`src/rtl/calc_pkg.sv`:
```
// Shared calculator definitions: default operand sizing, BCD digit width and
// the converter state encoding. Also used by the binary-to-BCD display path.
package calc_pkg;

    localparam int DIGITS_DEF = 16;
    localparam int BIN_W_DEF  = 54;
    localparam int BCD_W      = 4;

    localparam logic [1:0] ST_IDLE = 2'd0;
    localparam logic [1:0] ST_CONV = 2'd1;
    localparam logic [1:0] ST_DONE = 2'd2;

endpackage

```
`src/rtl/bcd_mac10.sv`:
```
// One step of decimal-to-binary accumulation: acc*10 + digit, plus a flag
// raised when the incoming nibble is not a legal BCD digit.
module bcd_mac10
    import calc_pkg::*;
#(
    parameter int BIN_W = BIN_W_DEF
) (
    input  logic [BIN_W-1:0] i_acc,
    input  logic [BCD_W-1:0] i_digit,
    output logic [BIN_W-1:0] o_accNext,
    output logic             o_digitBad
);

    // Shift-and-add multiply by ten; wrapping at BIN_W gives the same low bits as
    // computing wider and truncating on write-back.
    always_comb begin
        o_accNext  = (i_acc << 3) + (i_acc << 1) + BIN_W'(i_digit);
        o_digitBad = (i_digit > 4'd9);
    end

endmodule

```
`src/rtl/bcd_to_bin_operand.sv`:
```
// Multi-cycle packed-BCD to binary operand converter, one digit per clock,
// most significant digit first. Optional invalid-digit checking is enabled
// with the macro BCD2BIN_DIGIT_CHECK_EN.
module bcd_to_bin_operand
    import calc_pkg::*;
#(
    parameter int DIGITS = DIGITS_DEF,
    parameter int BIN_W  = BIN_W_DEF
) (
    input  logic                    clk,
    input  logic                    reset_p,
    input  logic                    start,
    input  logic [BCD_W*DIGITS-1:0] bcd_in,
    output logic                    busy,
    output logic                    done,
    output logic [BIN_W-1:0]        bin_out,
    output logic                    err
);

    localparam int CNT_W = (DIGITS > 1) ? $clog2(DIGITS) : 1;
    localparam int SH_W  = BCD_W * DIGITS;

    logic [1:0]       r_state;
    logic [BIN_W-1:0] r_acc;
    logic [SH_W-1:0]  r_shreg;
    logic [CNT_W-1:0] r_cnt;
    logic             r_busy;
    logic             r_done;
    logic [BIN_W-1:0] r_binOut;
    logic             r_flag;

    logic [BIN_W-1:0] w_accNext;
    logic             w_digitBad;
    logic [BCD_W-1:0] w_digit;

    assign w_digit = r_shreg[SH_W-1 -: BCD_W];

    bcd_mac10 #(
        .BIN_W (BIN_W)
    ) u_mac10 (
        .i_acc      (r_acc),
        .i_digit    (w_digit),
        .o_accNext  (w_accNext),
        .o_digitBad (w_digitBad)
    );

`ifdef BCD2BIN_DIGIT_CHECK_EN
    logic r_err;

    // Sticky bad-digit flag for the conversion in flight; cleared on accept.
    always_ff @(posedge clk or posedge reset_p) begin
        if (reset_p) begin
            r_flag <= 1'b0;
        end else if (r_state == ST_IDLE && start && !r_done) begin
            r_flag <= 1'b0;
        end else if (r_state == ST_CONV && w_digitBad) begin
            r_flag <= 1'b1;
        end
    end

    // Error flag is published together with the result and held alongside it.
    always_ff @(posedge clk or posedge reset_p) begin
        if (reset_p) begin
            r_err <= 1'b0;
        end else if (r_state == ST_DONE) begin
            r_err <= r_flag;
        end
    end

    assign err = r_err;
`else
    logic w_unusedDigitBad;

    assign r_flag           = 1'b0;
    assign w_unusedDigitBad = w_digitBad;
    assign err              = 1'b0;
`endif

    // Conversion FSM: accept and capture in IDLE, consume one digit per edge in
    // CONV, publish the result in DONE. A start coinciding with the done pulse
    // is dropped so the caller must re-present it.
    always_ff @(posedge clk or posedge reset_p) begin
        if (reset_p) begin
            r_state  <= ST_IDLE;
            r_acc    <= '0;
            r_shreg  <= '0;
            r_cnt    <= '0;
            r_busy   <= 1'b0;
            r_done   <= 1'b0;
            r_binOut <= '0;
        end else begin
            r_done <= 1'b0;
            case (r_state)
                ST_IDLE: begin
                    if (start && !r_done) begin
                        r_shreg <= bcd_in;
                        r_acc   <= '0;
                        r_cnt   <= '0;
                        r_busy  <= 1'b1;
                        r_state <= ST_CONV;
                    end
                end
                ST_CONV: begin
                    r_acc   <= w_accNext;
                    r_shreg <= {r_shreg[SH_W-BCD_W-1:0], {BCD_W{1'b0}}};
                    r_cnt   <= r_cnt + CNT_W'(1);
                    if (r_cnt == CNT_W'(DIGITS - 1)) begin
                        r_state <= ST_DONE;
                    end
                end
                ST_DONE: begin
                    r_binOut <= r_flag ? '0 : r_acc;
                    r_done   <= 1'b1;
                    r_busy   <= 1'b0;
                    r_state  <= ST_IDLE;
                end
                default: begin
                    r_state <= ST_IDLE;
                end
            endcase
        end
    end

    assign busy    = r_busy;
    assign done    = r_done;
    assign bin_out = r_binOut;

endmodule

```
`config.mk`:
```
export PLATFORM = sky130hd
export DESIGN_NAME = bcd_to_bin_operand
export DESIGN_NICKNAME = d
export VERILOG_FILES = /design/src/rtl/calc_pkg.sv /design/src/rtl/bcd_mac10.sv /design/src/rtl/bcd_to_bin_operand.sv
export SDC_FILE = /design/constraint.sdc
export NUM_CORES = 1
export LEC_CHECK = 0
export BUFFER_PORTS_ARGS = -buffer_cell sky130_fd_sc_hd__buf_2
export CELL_PAD_IN_SITES_DETAIL_PLACEMENT = 1
export CELL_PAD_IN_SITES_GLOBAL_PLACEMENT = 1
export CORE_MARGIN = 3
export CORE_UTILIZATION = 40
export CTS_CLUSTER_SIZE = 25
export DETAILED_ROUTE_END_ITERATION = 12
export GPL_ROUTABILITY_DRIVEN = 1
export PLACE_DENSITY_LB_ADDON = 0.1
export SKIP_CTS_REPAIR_TIMING = 1
export SLEW_MARGIN = 30
export SYNTH_ARGS = -nofsm -noshare
export SYNTH_HDL_FRONTEND = slang
export SYNTH_SLANG_ARGS = --single-unit
```
`constraint.sdc`:
```
create_clock -name clk -period 6.7 [get_ports clk]
set_clock_uncertainty 0.1 [all_clocks]
set_input_delay 0.67 -clock clk [delete_from_list [all_inputs] [get_ports clk]]
set_output_delay 0.67 -clock clk [all_outputs]
set_load 0.005 [all_outputs]
```
==> results.sh <==
export IMPL_cts_sinks=180
export IMPL_netlist_area_um2=10400
export IMPL_r2r_start="r_acc[0]$_DFFE_PP0P_"
export IMPL_max_freq_ghz=0.254
export IMPL_grtUsageTotal_pct=20.4
export IMPL_numCtsBuffers=17
export IMPL_drt_total_wl_um=28000
export IMPL_grt_pass1_wl_um=47100
export IMPL_min_path_type="primary input to asynchronous set/reset pin"
export IMPL_worstSetupStartpoint="r_acc[0]$_DFFE_PP0P_"
export IMPL_drive_above_1_share_pct=19.1
export IMPL_clock_tree_root_cell="clkbuf_16"
export IMPL_row_count=58
export IMPL_r2r_slack_ps=2760
export IMPL_drv_cap=0
export IMPL_wl_per_cell_um=18.3
export IMPL_dr_pass1_iters=4
export IMPL_synth_edf_count=0
export IMPL_die_w_um=167
export IMPL_syn_mean_instance_area_um2=9.49
export IMPL_start_kind="register"
export IMPL_netlist_area_leader_share_pct=43.2
export IMPL_required_ps=6920
export IMPL_first_iter_violations=435
export IMPL_dieArea_um2=28000
export IMPL_fin_nets=1359
export IMPL_multi_input_area_um2=5640
export IMPL_outcome="complete, no violations"
export IMPL_yosysSeqAreaShare_pct=43.2
export IMPL_critPathKind="register to register"
export IMPL_cts_buffer_depth=2
export IMPL_grt_max_degree=110
export IMPL_viasPerCell=5.53
export IMPL_worstSkewPairLatency_ps=450
export IMPL_vias=8473
export IMPL_gp_congestion=0.850
export IMPL_worst_ep_arrival_time_ps=4160
export IMPL_clk_pin_slew_worst_paths_ps=80
export IMPL_yosys_top_cells_area="dfrtp_1 (43%), ha_1 (12%), mux2_2 (5.6%)"
export IMPL_timing_rr_end="r_acc[39]$_DFFE_PP0P_"
export IMPL_grt_setup_unrepaired="no"
export IMPL_grt_overflow_total=0
export IMPL_tns_ps=0
export IMPL_ys_ff_latch=180
export IMPL_netlist_instances=1098
export IMPL_setup_violations=0
export IMPL_yosysTopAreaCell="dfrtp_1"
export IMPL_synthTopCellsByCount="dfrtp_1 (180), nor2_1 (147), nand2_1 (109)"
export IMPL_antenna_found_initial=4
export IMPL_cts_htree_levels=4
export IMPL_grt_pass1_vias=9054
export IMPL_core_area_um2=25400
export IMPL_fin_crit_ps=3940
export IMPL_seqCellArea_um2=4500
export IMPL_cts_tree="built"
export IMPL_finalMaxSlewViolations=0
export IMPL_die_y_um=167
export IMPL_syn_nets=1270
export IMPL_io_buffers=122
export IMPL_ys_flop_type="dfrtp_1"
export IMPL_ys_warnings_count=0
export IMPL_drc=0
export IMPL_area_growth_pct=14.7
export IMPL_hold_viol_final=0
export IMPL_synth_most_common_cell="dfrtp_1"
export IMPL_maxSlewHeadroom_pct=48.0
export IMPL_crit_end="r_acc[39]$_DFFE_PP0P_"
export IMPL_synth_distinct_cells=64
export IMPL_r2r_cells=13
export IMPL_post_route_period_util_pct=58.8
export IMPL_ios=124
export IMPL_start_util_pct=41.0
export IMPL_max_slew_worst_pin_slew_ps=780
export IMPL_fillCellCount=2947
export IMPL_ant_nets=0
export IMPL_postSynth_asyncResetShare_pct=100
export IMPL_end_kind="register"
export IMPL_dpl_hpwl_um=19900
export IMPL_critPathMaxFanout=3
-- worst min path at each step --
| stage | startpoint | endpoint | slack (ps) |
|---|---|---|---|
| after floorplan | r_acc[53]$_DFFE_PP0P_ | r_acc[53]$_DFFE_PP0P_ | 340 |
| after global placement | busy$_DFFE_PP0P_ | busy$_DFFE_PP0P_ | 370 |
| after detailed placement | busy$_DFFE_PP0P_ | busy$_DFFE_PP0P_ | 370 |
| after CTS | reset_p | bin_out[9]$_DFFE_PP0P_ | 290 |
| after global routing | bcd_in[0] | r_shreg[0]$_DFFE_PP0P_ | 320 |
| final | reset_p | bin_out[9]$_DFFE_PP0P_ | 250 |
-- sequential cells by signal, indices dropped and copies added, names as in the netlist --
signal	count
bin_out	54
busy	1
done	1
r_acc	54
r_cnt	4
r_shreg	64
r_state	2
-- cells by family after synthesis --
family | Yosys count | share of synthesized area (%)
DFF | 180 | 43.2
other | 1 | 0.0360
buffers and inverters | 81 | 3.00
muxes | 52 | 5.62
xor gates and xnor gates | 47 | 3.95
AOI/OAI and AO/OA | 298 | 17.9
and+or+nand+nor | 334 | 13.5
adders and majority gates | 105 | 12.7
-- area by class of cell --
| class | instances | area share [%] |
|---|---|---|
| well taps | 330 | 3.45 |
| flip-flops and latches | 180 | 37.7 |
| inverters | 22 | 0.753 |
| clock buffers | 17 | 3.56 |
| multi-input cells | 837 | 47.2 |
| diodes | 1 | 0.0209 |
| clock inverters | 15 | 1.76 |
| repair buffers | 129 | 5.64 |
-- critical path, stage by stage (launching register included) --
cell and delay, ps:
dfrtp_1 360, inv_1 90, fa_1 600, inv_1 60
ha_1 310, a211oi_1 410, o211ai_1 220, nand3_1 210
nand3_1 160, a21boi_1 400, and2_1 230, nor3_1 70
or3_1 350, a32o_1 250
-- layer usage --
layer	wire length, µm	vias to the layer above	global-route usage, %
li1	-	4106	-
met1	13800	4204	27.8
met2	12700	115	33.3
met3	993	40	4.18
met4	478	8	5.37
met5	56	-	0
-- stage by stage --
stage / worst slack [ps] / instance area [µm²] / cells / hold slack, ps / utilization, %
detailed placement: 2810 / 11300 / 1498 / 374 / 44.5
floorplan: 1040 / 10400 / 1098 / 345 / -
finish: 2760 / 12000 / 1531 / 253 / 47.1
CTS: 2770 / 11900 / 1530 / 292 / 47.0
global route: 2490 / 12000 / 1530 / 317 / 47.1
global placement: 2900 / 11300 / 1498 / 370 / 44.5
-- cell usage in the layout, fill, tap and decap left out, drive strengths merged, types with 3 or more instances in the layout --
cell    netlist  routed
o21a          3       3
a211oi        7       7
a21o         29      29
and2          6       6
xnor2        25      25
clkinv        0      10
o21ai        87      87
nor2        147     147
ha          103     103
o211ai        3       3
nand4        10      10
buf          22     129
o31ai         9       9
mux2         52      52
o22ai        61      61
o21bai        8       8
inv          22      26
clkbuf       37      17
nand3        35      35
xor2         22      22
a31o          3       3
nand2       109     109
dfrtp       180     180
a31oi        10      10
nor3         11      11
a21boi        3       3
a21oi        54      54
Power is left out: the tool's default activity adds up to more than one toggle a clock period on the data nets, which glitch-free logic cannot reach.
